`src/rtl/tribus_pkg.sv`:
```
// Shared types and helpers for the tri-state line receiver.
package tribus_pkg;

    typedef enum logic {
        IDLE  = 1'b0,
        SHIFT = 1'b1
    } rx_state_t;

    localparam int DEF_WIDTH   = 8;
    localparam int DEF_TIMEOUT = 4;

    // Even-parity bit for a data word: 1 when the word holds an odd number of ones.
    function automatic logic even_parity(input logic [31:0] d);
        return ^d;
    endfunction

endpackage

```
`src/rtl/tribus_gap_timer.sv`:
```
// Counts consecutive undriven cycles inside a partial word and pulses
// timeout on the cycle the count reaches TIMEOUT.
module tribus_gap_timer #(
    parameter int TIMEOUT = 4
) (
    input  logic clk,
    input  logic rst,
    input  logic clr,
    input  logic inc,
    output logic timeout
);

    localparam logic [7:0] LIMIT = 8'(TIMEOUT - 1);

    logic [7:0] gap_reg;
    logic [7:0] gap_next;

    assign timeout = inc && !clr && (gap_reg == LIMIT);

    // Next gap count: restart on clear or expiry, otherwise count undriven cycles.
    always_comb begin
        gap_next = gap_reg;
        if (clr || timeout) begin
            gap_next = '0;
        end else if (inc) begin
            gap_next = gap_reg + 8'd1;
        end
    end

    // Gap count register.
    always_ff @(posedge clk) begin
        if (rst) begin
            gap_reg <= '0;
        end else begin
            gap_reg <= gap_next;
        end
    end

endmodule

```
`src/rtl/tribus_line_rx.sv`:
```
// Receiver for a single-wire tri-state line: assembles MSB-first words while
// the driver is enabled and presents them on a valid/ready output register.
// Optional even-parity bit per word is enabled by defining TRIBUS_PARITY_EN.
module tribus_line_rx
    import tribus_pkg::*;
#(
    parameter int WIDTH   = DEF_WIDTH,
    parameter int TIMEOUT = DEF_TIMEOUT
) (
    input  logic             clk,
    input  logic             rst,
    input  logic             line_en,
    input  logic             line_d,
    output logic [WIDTH-1:0] out_data,
    output logic             out_valid,
    input  logic             out_ready,
    output logic             hold_q,
    output logic             overrun,
    output logic             frame_err,
    output logic             parity_err,
    input  logic             err_clr
);

`ifdef TRIBUS_PARITY_EN
    localparam int PAR = 1;
`else
    localparam int PAR = 0;
`endif
    localparam int            NBITS = WIDTH + PAR;
    localparam int            CW    = $clog2(NBITS + 1);
    localparam logic [CW-1:0] LAST  = CW'(NBITS - 1);

    rx_state_t        state_reg, state_next;
    logic [CW-1:0]    count_reg, count_next;
    logic [NBITS-1:0] shift_reg, shift_next, shift_in;
    logic [WIDTH-1:0] word;
    logic [WIDTH-1:0] data_reg, data_next;
    logic             valid_reg, valid_next;
    logic             hold_reg;
    logic             overrun_reg;
    logic             frame_err_reg;
    logic             complete, frame_abort, word_ok;
    logic             load, set_ovr;
    logic             gap_clr, gap_inc, gap_timeout;

    // Frame with the current line bit appended; the data word sits above any parity bit.
    assign shift_in = {shift_reg[NBITS-2:0], line_d};

    generate
        for (genvar gi = 0; gi < WIDTH; gi++) begin : g_word
            assign word[gi] = shift_in[gi + PAR];
        end
    endgenerate

`ifdef TRIBUS_PARITY_EN
    logic parity_err_reg;
    logic set_par;
    assign word_ok    = (even_parity(32'(word)) == shift_in[0]);
    assign set_par    = complete && !word_ok;
    assign parity_err = parity_err_reg;

    // Sticky parity error; a new failure wins over a simultaneous clear.
    always_ff @(posedge clk) begin
        if (rst) begin
            parity_err_reg <= 1'b0;
        end else begin
            parity_err_reg <= set_par | (parity_err_reg & ~err_clr);
        end
    end
`else
    assign word_ok    = 1'b1;
    assign parity_err = 1'b0;
`endif

    // The gap timer only runs while a partial word is held and the driver is released.
    assign gap_inc = (state_reg == SHIFT) && !line_en;
    assign gap_clr = line_en || (state_reg == IDLE);

    tribus_gap_timer #(
        .TIMEOUT(TIMEOUT)
    ) u_gap_timer (
        .clk    (clk),
        .rst    (rst),
        .clr    (gap_clr),
        .inc    (gap_inc),
        .timeout(gap_timeout)
    );

    // FSM next state: shift bits in, detect word completion and timeout aborts.
    always_comb begin
        state_next  = state_reg;
        count_next  = count_reg;
        shift_next  = shift_reg;
        complete    = 1'b0;
        frame_abort = 1'b0;
        case (state_reg)
            IDLE: begin
                if (line_en) begin
                    shift_next = shift_in;
                    count_next = CW'(1);
                    state_next = SHIFT;
                end
            end
            SHIFT: begin
                if (line_en) begin
                    if (count_reg == LAST) begin
                        complete   = 1'b1;
                        count_next = '0;
                        shift_next = '0;
                        state_next = IDLE;
                    end else begin
                        shift_next = shift_in;
                        count_next = count_reg + CW'(1);
                    end
                end else if (gap_timeout) begin
                    frame_abort = 1'b1;
                    count_next  = '0;
                    shift_next  = '0;
                    state_next  = IDLE;
                end
            end
            default: begin
                state_next = IDLE;
                count_next = '0;
                shift_next = '0;
            end
        endcase
    end

    // Output slot: a finished word loads if the slot is free or being consumed now.
    always_comb begin
        load       = complete && word_ok && (!valid_reg || out_ready);
        set_ovr    = complete && word_ok && valid_reg && !out_ready;
        data_next  = data_reg;
        valid_next = valid_reg;
        if (load) begin
            data_next  = word;
            valid_next = 1'b1;
        end else if (valid_reg && out_ready) begin
            valid_next = 1'b0;
        end
    end

    // State, datapath, keeper and sticky flag registers.
    always_ff @(posedge clk) begin
        if (rst) begin
            state_reg     <= IDLE;
            count_reg     <= '0;
            shift_reg     <= '0;
            data_reg      <= '0;
            valid_reg     <= 1'b0;
            hold_reg      <= 1'b0;
            overrun_reg   <= 1'b0;
            frame_err_reg <= 1'b0;
        end else begin
            state_reg     <= state_next;
            count_reg     <= count_next;
            shift_reg     <= shift_next;
            data_reg      <= data_next;
            valid_reg     <= valid_next;
            if (line_en) begin
                hold_reg <= line_d;
            end
            overrun_reg   <= set_ovr | (overrun_reg & ~err_clr);
            frame_err_reg <= frame_abort | (frame_err_reg & ~err_clr);
        end
    end

    assign out_data  = data_reg;
    assign out_valid = valid_reg;
    assign hold_q    = hold_reg;
    assign overrun   = overrun_reg;
    assign frame_err = frame_err_reg;

endmodule

```
`config.mk`:
```
export PLATFORM = sky130hd
export DESIGN_NAME = tribus_line_rx
export DESIGN_NICKNAME = d
export VERILOG_FILES = /design/src/rtl/tribus_pkg.sv /design/src/rtl/tribus_gap_timer.sv /design/src/rtl/tribus_line_rx.sv
export SDC_FILE = /design/constraint.sdc
export NUM_CORES = 1
export LEC_CHECK = 0
export CORE_ASPECT_RATIO = 1.25
export CORE_UTILIZATION = 57
export CTS_CLUSTER_SIZE = 20
export DETAILED_ROUTE_END_ITERATION = 8
export HOLD_SLACK_MARGIN = 0.08
export PLACE_DENSITY_LB_ADDON = 0.15
export SYNTH_ARGS = -nofsm -noshare
export SYNTH_HDL_FRONTEND = slang
export SYNTH_SLANG_ARGS = --single-unit
```
`constraint.sdc`:
```
create_clock -name clk -period 4.7 [get_ports clk]
set_input_delay 0.94 -clock clk [delete_from_list [all_inputs] [get_ports clk]]
set_output_delay 0.94 -clock clk [all_outputs]
set_load 0.02 [all_outputs]
```
==> results.sh, run 1 <==
export IMPL_status="finished, final reports clean"
export IMPL_synthSimpleGateAreaFrac_pct=25.2
export IMPL_hold_path_class="flip-flop to flip-flop"
export IMPL_n_antenna_cell=0
export IMPL_initial_core_util_pct=60.3
export IMPL_r2r_slack_ns=2.47
export IMPL_synth_xor_area_share_pct=1.20
export IMPL_synth_async_reset_ratio_pct=0
export IMPL_via_per_inst=5.76
export IMPL_globalRouteOverflowTotal=0
export IMPL_wire_per_inst_um=13.4
export IMPL_finalWirelength_mm=2.74
export IMPL_grt_pass1_vias=1035
export IMPL_worstSetupPathType="input port to flip-flop"
export IMPL_layout_drive_gt1_share_pct=5.81
export IMPL_crit_chain="clkdlybuf4s50_1, inv_1, nor3_2, mux2i_1"
export IMPL_drc=0
export IMPL_post_cts_setup_buffers=0
export IMPL_yosys_area_top_type_share_pct=43.8
export IMPL_ys_seq_area_share_pct=43.8
export IMPL_crit_path_end_kind="flip-flop"
export IMPL_grt_busiest_layer="met2"
export IMPL_fp_dieW_um=47.3
export IMPL_dr_pass1_iters=4
export IMPL_hold_ws_ns=0.472
export IMPL_grt_pass1_wl_mm=4.67
export IMPL_setup_viol=0
export IMPL_drtIter0Drc=34
export IMPL_cts_tree="yes"
export IMPL_report_final_slew_viol_count=0
export IMPL_syn_inst=159
export IMPL_fin_util_pct=69.0
export IMPL_ir_worst_vdd_mv=0.260
export IMPL_worst_pin_slew_ns=0.938
export IMPL_yosys_area_share_adder_pct=1.71
export IMPL_synth_area_um2=1460
export IMPL_critical_path_max_stage_delay_ns=0.87
export IMPL_maxCapViolations=0
export IMPL_area_growth_pct=14.5
export IMPL_cts_buffers=5
export IMPL_period_share_pct=62.7
export IMPL_antenna_found_initial=0
export IMPL_clk_latency_ns=0.33
export IMPL_dieArea_um2=2770
export IMPL_slowest_stage="clkdlybuf4s50_1"
export IMPL_synth_edf_count=0
export IMPL_cts_root_buf="clkbuf_4"
export IMPL_setup_tns_ns=0
export IMPL_synth_distinct_cells=33
export IMPL_vias=1180
export IMPL_synth_top_family_by_area="simple AND/OR/NAND/NOR gates"
export IMPL_coreArea_um2=2430
export IMPL_avgSynthCellArea_um2=9.20
export IMPL_grt_use_met3_pct=8.28
export IMPL_cp_required_ns=4.96
export IMPL_period_minus_slack_ns=2.95
export IMPL_fin_ws_ns=1.75
export IMPL_synth_seq_cells=32
export IMPL_yosysMostFrequentCell="dfxtp_1"
export IMPL_ctsHoldBuffers=0
export IMPL_grt_use_met1_pct=28.5
export IMPL_io_pins=19
export IMPL_max_slew_margin_pct=37.3
export IMPL_cts_resized=0
export IMPL_ys_flop_type="dfxtp_1"
export IMPL_final_cell_area_um2=1680
export IMPL_synth_common_cells="dfxtp_1, nand2b_1, a21oi_1, nand3_1, o211ai_1"
export IMPL_yosys_area_top_type="dfxtp_1"
export IMPL_grt_use_total_pct=23.8
export IMPL_hold_viol_final=0
export IMPL_portBuffers=17
export IMPL_critical_path_top_delay_family="buffers and inverters"
export IMPL_grtUsageMet2_pct=38.2
export IMPL_synth_area_top_cells="dfxtp_1, nand2b_1, mux2i_1"
export IMPL_yosys_warnings=0
export IMPL_post_dp_hpwl_mm=1.87
export IMPL_fin_nets=179
export IMPL_synthMuxAreaShare_pct=6.16
export IMPL_powerDensity_nw_per_um2=279
export IMPL_synth_fp_nets=167
export IMPL_start_kind="input port"
export IMPL_clock_skew_ns=0.00391
export IMPL_rsz0062_at_grt="no"
export IMPL_htreeDepth=2
export IMPL_ant_nets=0
export IMPL_die_h_um=58.6
export IMPL_path_clk_slew_ns=0.09
export IMPL_core_rowCount=20
export IMPL_grt_max_degree=34
export IMPL_gp_congestion=0.848
export IMPL_synth_compound_area_share_pct=16.7
export IMPL_placed_area_um2=1620
export IMPL_arrival_ns=3.21
export IMPL_cts_path_max_buffers=2
export IMPL_clock_sinks=32
export IMPL_pre_cts_slack_ns=1.42
export IMPL_cp_buffers_inverters=2
export IMPL_critPathMaxFanout=19
export IMPL_p_leak_uw=0.000515
export IMPL_fmax_mhz=339
-- cell type report --
class	count	area [µm²]
clock buffers	8	58.8
fillers	200	752
inverters	4	15.0
multi-input cells	111	749
flip-flops and latches	32	641
well taps	33	41.3
repair buffers	17	170
-- per-layer routing --
metal	routed length [µm]	part of all wire, %
met3	77	2.8
met1	1190	44
met2	1410	52
met4	52	1.9
met5	0	0
-- stage by stage --
step                      instances  total power, µW
after detailed placement        197              312
after CTS                       205              469
after global placement          197              311
after global routing            205              485
final                           205              468
after floorplan                 159              304
-- path summary, 6_finish.rpt --
path,to,cells after the start,start
hold reg to reg,out_data[6],2,out_data[6]
setup reg to reg,out_data[4],4,count_reg[0]
hold / removal,out_data[6],2,out_data[6]
setup / recovery,out_data[4],4,line_en
-- power by group --
| part | leakage [µW] | internal, µW | total, µW | switching, µW |
|---|---|---|---|---|
| Clock | 0.0000326 | 73.8 | 163 | 88.8 |
| Sequential | 0.000259 | 274 | 279 | 4.27 |
| Combinational | 0.000224 | 11.9 | 27.1 | 15.2 |
-- cells by family (layout without fill, tap and decap cells) --
kind of cell	count (synthesis)	in the layout
AND/OR/NAND/NOR	60	60
AO/OA/AOI/OAI	37	37
flip-flops	32	32
buffers and inverters	16	29
multiplexers	9	9
adder cells (fa/ha/maj)	2	2
XOR/XNOR	2	2
other	1	1
-- worst min-delay path, stage by stage, from the launching register on --
cell and delay, ns:
dfxtp_1 0.32, nand2b_1 0.06, mux2i_1 0.05
-- cells in the final DEF, fill, tap and decap left out, types with 2 or more instances in the layout --
master,synthesis,layout
a21oi_1,17,17
clkbuf_1,5,2
clkbuf_4,0,5
clkdlybuf4s50_1,0,17
dfxtp_1,32,32
ha_1,2,2
inv_1,4,4
mux2i_1,9,9
nand2_1,4,4
nand2b_1,18,18
nand3_1,12,12
nand3b_1,2,2
nand4_1,3,3
nand4b_1,3,3
nor2_1,4,4
nor2b_1,2,2
o211ai_1,11,11
o21ai_0,4,4
or3_1,4,4
or4_1,3,3
xor2_1,2,2
(Power assumes the default switching activity.)
==> run 2, diff against run 1 <==
CORE_UTILIZATION = 48   (was 57)
clock period = 2.6 ns   (was 4.7 ns; I/O delays follow)
==> results.sh, run 2 (same netlist as run 1, synthesis figures left out) <==
export IMPL_hold_viol_final=0
export IMPL_start_kind="flip-flop"
export IMPL_placed_area_um2=1650
export IMPL_hold_ws_ns=0.476
export IMPL_worstHoldStart="frame_err"
export IMPL_p_leak_uw=0.000535
export IMPL_nFillCells=270
export IMPL_clock_sinks=32
export IMPL_fmax_mhz=515
export IMPL_powerDensity_nw_per_um2=496
export IMPL_power_uw=848
export IMPL_layout_drive_gt1_share_pct=7.95
export IMPL_grt_max_degree=33
export IMPL_report_final_slew_viol_count=0
export IMPL_ctsHoldBuffers=0
export IMPL_crit_path_end_kind="flip-flop"
export IMPL_cts_tree="yes"
export IMPL_rsz0062_at_grt="no"
export IMPL_worstRegToRegCells=4
export IMPL_r2r_end="u_gap_timer.gap_reg[2]"
export IMPL_period_minus_slack_ns=1.94
export IMPL_setup_tns_ns=0
export IMPL_r2r_slack_ns=0.66
export IMPL_cp_required_ns=2.80
export IMPL_maxCapViolations=0
export IMPL_clk_latency_ns=0.33
export IMPL_wire_per_inst_um=13.8
export IMPL_cts_resized=0
export IMPL_drtIter0Drc=52
export IMPL_io_pins=19
export IMPL_antenna_found_initial=0
export IMPL_worstSetupPathType="flip-flop to flip-flop"
export IMPL_via_per_inst=5.90
export IMPL_worst_pin_slew_ns=0.581
export IMPL_area_growth_pct=16.9
export IMPL_path_clk_slew_ns=0.09
export IMPL_dr_pass1_iters=4
export IMPL_layout_common_cells="dfxtp_1, nand2b_1, a21oi_1, clkdlybuf4s50_1, nand3_1"
export IMPL_slowest_stage="or4b_4"
export IMPL_r2r_start="u_gap_timer.gap_reg[0]"
export IMPL_fin_nets=183
export IMPL_max_slew_margin_pct=61.1
export IMPL_fp_dieW_um=51.4
export IMPL_cts_path_max_buffers=2
export IMPL_clock_skew_ns=0.00191
export IMPL_post_dp_hpwl_mm=2.01
export IMPL_multi_input_area_um2=749
export IMPL_drc=0
export IMPL_core_rowCount=22
export IMPL_portBuffers=17
export IMPL_arrival_ns=2.15
export IMPL_period_share_pct=74.7
export IMPL_cts_buffers=5
export IMPL_dieArea_um2=3270
export IMPL_coreArea_um2=2920
export IMPL_initial_core_util_pct=50.1
export IMPL_crit_chain="ha_1, or4b_4, o41ai_4, nor2_1"
export IMPL_finalWirelength_mm=2.93
export IMPL_grt_use_total_pct=20.4
export IMPL_final_common_cell="dfxtp_1"
export IMPL_gp_congestion=0.757
export IMPL_ant_nets=0
export IMPL_setup_viol=0
export IMPL_critPathMaxFanout=13
export IMPL_vias=1250
export IMPL_final_cell_area_um2=1710
export IMPL_regArea_um2=641
export IMPL_post_cts_setup_buffers=0
export IMPL_htreeDepth=2
export IMPL_status="finished, final reports clean"
export IMPL_n_antenna_cell=0
export IMPL_cts_root_buf="clkbuf_4"
export IMPL_die_h_um=63.7
export IMPL_grt_pass1_wl_mm=4.99
export IMPL_crit_path_end="u_gap_timer.gap_reg[2]"
export IMPL_critical_path_max_stage_delay_ns=0.60
export IMPL_ir_worst_vdd_mv=0.404
export IMPL_hold_path_class="flip-flop to flip-flop"
export IMPL_globalRouteOverflowTotal=0
export IMPL_crit_start="u_gap_timer.gap_reg[0]"
export IMPL_grt_pass1_vias=1176
==> run 2: cell types whose count changed in the layout (fill, tap and decap cells not counted) <==
cell | before | now
buf_4 | 0 | 4
==> run 2: area by class of cell <==
| type | instances | area share (%) |
|---|---|---|
| clock buffers | 8 | 3.44 |
| well taps | 36 | 2.64 |
| inverters | 4 | 0.878 |
| multi-input cells | 111 | 43.9 |
| repair buffers | 21 | 11.7 |
| flip-flops and latches | 32 | 37.5 |
==> run 2: power by group <==
part	switching (µW)	total (µW)	internal (µW)
registers	7.66	503	496
clock network	158	291	133
logic	29.4	53.5	24.1
==> run 2: stage by stage <==
step / setup WS, ns / utilization [%] / std cells
detailed placement: 0.442 / 56.6 / 204
finish: 0.658 / 58.6 / 212
global route: 0.546 / 58.6 / 212
CTS: 0.655 / 58.6 / 212
floorplan: 0.971 / - / 159
global placement: 0.481 / 56.6 / 204
==> run 2: routing by layer <==
| layer | vias to the layer above | global-route usage, % | wire length, µm | part of all wire [%] |
|---|---|---|---|---|
| met3 | 10 | 7.25 | 157 | 5.4 |
| li1 | 607 | - | - | - |
| met2 | 38 | 32.3 | 1490 | 51 |
| met1 | 595 | 23.2 | 1220 | 42 |
| met4 | 0 | 11.1 | 65 | 2.2 |
| met5 | - | 0 | 0 | 0 |
==> run 2: worst min-delay path by stage <==
stage,depth (start not counted),end,slack [ns]
2_1_floorplan,1,u_gap_timer.gap_reg[0],0.43
4_1_cts,2,frame_err,0.48
3_3_place_gp,1,u_gap_timer.gap_reg[0],0.44
5_1_grt,2,frame_err,0.50
6_report,2,frame_err,0.48
3_5_place_dp,2,frame_err,0.46
==> run 2: critical path: cells and delay by family (launching register included) <==
family / cells / cell delay (ns)
flops: 1 / 0.38
simple gates: 2 / 0.70
fa+ha+maj: 1 / 0.22
compound gates: 1 / 0.52
==> run 3, diff against run 2 <==
clock period = 1.6 ns   (was 2.6 ns; I/O delays follow)
==> results.sh, run 3 (same netlist as run 1, synthesis figures left out) <==
export IMPL_status="finished, final reports clean"
export IMPL_core_rowCount=22
export IMPL_cp_required_ns=1.82
export IMPL_layout_common_cells="dfxtp_1, buf_4, nand2b_1"
export IMPL_cts_buffers=5
export IMPL_maxCapViolations=0
export IMPL_crit_path_end_kind="flip-flop"
export IMPL_n_antenna_cell=0
export IMPL_portBuffers=17
export IMPL_critical_path_top_delay_family="simple AND/OR/NAND/NOR gates"
export IMPL_cp_buffers_inverters=1
export IMPL_grt_pass1_vias=1310
export IMPL_powerDensity_nw_per_um2=742
export IMPL_wire_per_inst_um=13.5
export IMPL_die_h_um=63.7
export IMPL_dr_pass1_iters=4
export IMPL_path_clk_slew_ns=0.09
export IMPL_worstSetupPathType="flip-flop to flip-flop"
export IMPL_clk_latency_ns=0.33
export IMPL_rsz0062_at_grt="yes"
export IMPL_ant_nets=0
export IMPL_fmax_mhz=630
export IMPL_hold_path_class="flip-flop to flip-flop"
export IMPL_vias=1293
export IMPL_gp_congestion=0.758
export IMPL_start_kind="flip-flop"
export IMPL_period_share_pct=99.1
export IMPL_via_per_inst=5.55
export IMPL_fin_ws_ns=0.0137
export IMPL_ir_worst_vdd_mv=0.621
export IMPL_dieArea_um2=3270
export IMPL_r2r_start="u_gap_timer.gap_reg[0]"
export IMPL_report_final_slew_viol_count=0
export IMPL_initial_core_util_pct=50.1
export IMPL_cts_tree="yes"
export IMPL_pre_cts_slack_ns=-0.280
export IMPL_area_growth_pct=28.7
export IMPL_antenna_found_initial=0
export IMPL_setup_viol=0
export IMPL_post_dp_hpwl_mm=2.23
export IMPL_drtIter0Drc=16
export IMPL_grt_max_degree=24
export IMPL_grt_pass1_wl_mm=5.49
export IMPL_finalWirelength_mm=3.16
export IMPL_coreArea_um2=2920
export IMPL_globalRouteOverflowTotal=0
export IMPL_p_leak_uw=0.000697
export IMPL_critPathMaxFanout=6
export IMPL_io_pins=19
export IMPL_htreeDepth=2
export IMPL_clock_skew_ns=0.0101
export IMPL_clock_sinks=32
export IMPL_layout_drive_gt1_share_pct=20.8
export IMPL_hold_viol_final=0
export IMPL_drc=0
export IMPL_slowest_stage="or4b_4"
export IMPL_worstHoldStart="out_data[0]"
export IMPL_power_uw=1400
export IMPL_fp_dieW_um=51.4
export IMPL_cts_path_max_buffers=2
export IMPL_fin_nets=204
export IMPL_crit_start="u_gap_timer.gap_reg[0]"
export IMPL_fin_util_pct=64.5
export IMPL_arrival_ns=1.81
export IMPL_ctsHoldBuffers=0
export IMPL_crit_chain="ha_4, or4b_4, o41ai_4, buf_4, o21ai_2"
export IMPL_cts_root_buf="clkbuf_4"
export IMPL_final_common_cell="dfxtp_1"
export IMPL_grt_use_total_pct=22.4
export IMPL_critical_path_max_stage_delay_ns=0.49
export IMPL_period_minus_slack_ns=1.59
run 3: cell count changes in the layout (fill, tap and decap cells not counted):
cell,before,now
a21oi_2,0,3
dfxtp_2,0,2
clkdlybuf4s50_1,17,5
a21oi_1,17,14
dfxtp_1,32,30
buf_6,0,1
ha_4,0,1
ha_1,2,1
dlygate4sd2_1,0,12
buf_4,4,24
run 3: worst min-delay path, delay by kind of cell (launching register included):
family	cells	cell delay, ns
mux	1	0.06
flops	1	0.32
simple gates	1	0.06
run 3: metal layers:
layer  GRT usage [%]  up-vias  routed length, µm
met5               0        -                  0
met3            5.31        8                 74
met4            12.5        0                 63
met1            23.7      621               1340
li1                -      644                  -
met2            39.1       20               1680
run 3: through the flow:
step / setup TNS (ns) / std cells / area [µm²] / hold slack [ns]
4_1_cts: -0.239 / 231 / 1860 / 0.480
2_1_floorplan: -0.00968 / 159 / 1470 / 0.409
5_1_grt: -0.119 / 233 / 1880 / 0.500
3_5_place_dp: -2.93 / 220 / 1780 / 0.469
3_3_place_gp: -2.24 / 220 / 1780 / 0.457
6_report: 0 / 233 / 1880 / 0.476
run 3: path summary, 6_finish.rpt:
kind / end / slack, ns / cells past startpoint
worst min register to register: out_data[0] / 0.48 / 2
worst max register to register: state_reg / 0.01 / 5
worst min-delay path: out_data[0] / 0.48 / 2
worst max-delay path: state_reg / 0.01 / 5
run 3: layout make-up:
type	count	area (µm²)
fillers	270	1040
repair buffers	42	347
well taps	36	45.0
inverters	4	15.0
multi-input cells	111	773
clock buffers	8	58.8
flip-flops and latches	32	643
run 3: report_power, final:
group / total, µW / switching, µW / internal, µW
logic: 106 / 55.6 / 50.5
registers: 813 / 7.42 / 806
clock network: 477 / 260 / 217
run 3: timing repair:
| item | CTS | global route |
|---|---|---|
| setup endpoints to repair | 21 | 19 |
| pin swaps | 3 | 2 |
| gates resized for setup | 15 | 2 |
| buffers inserted | 3 | 2 |
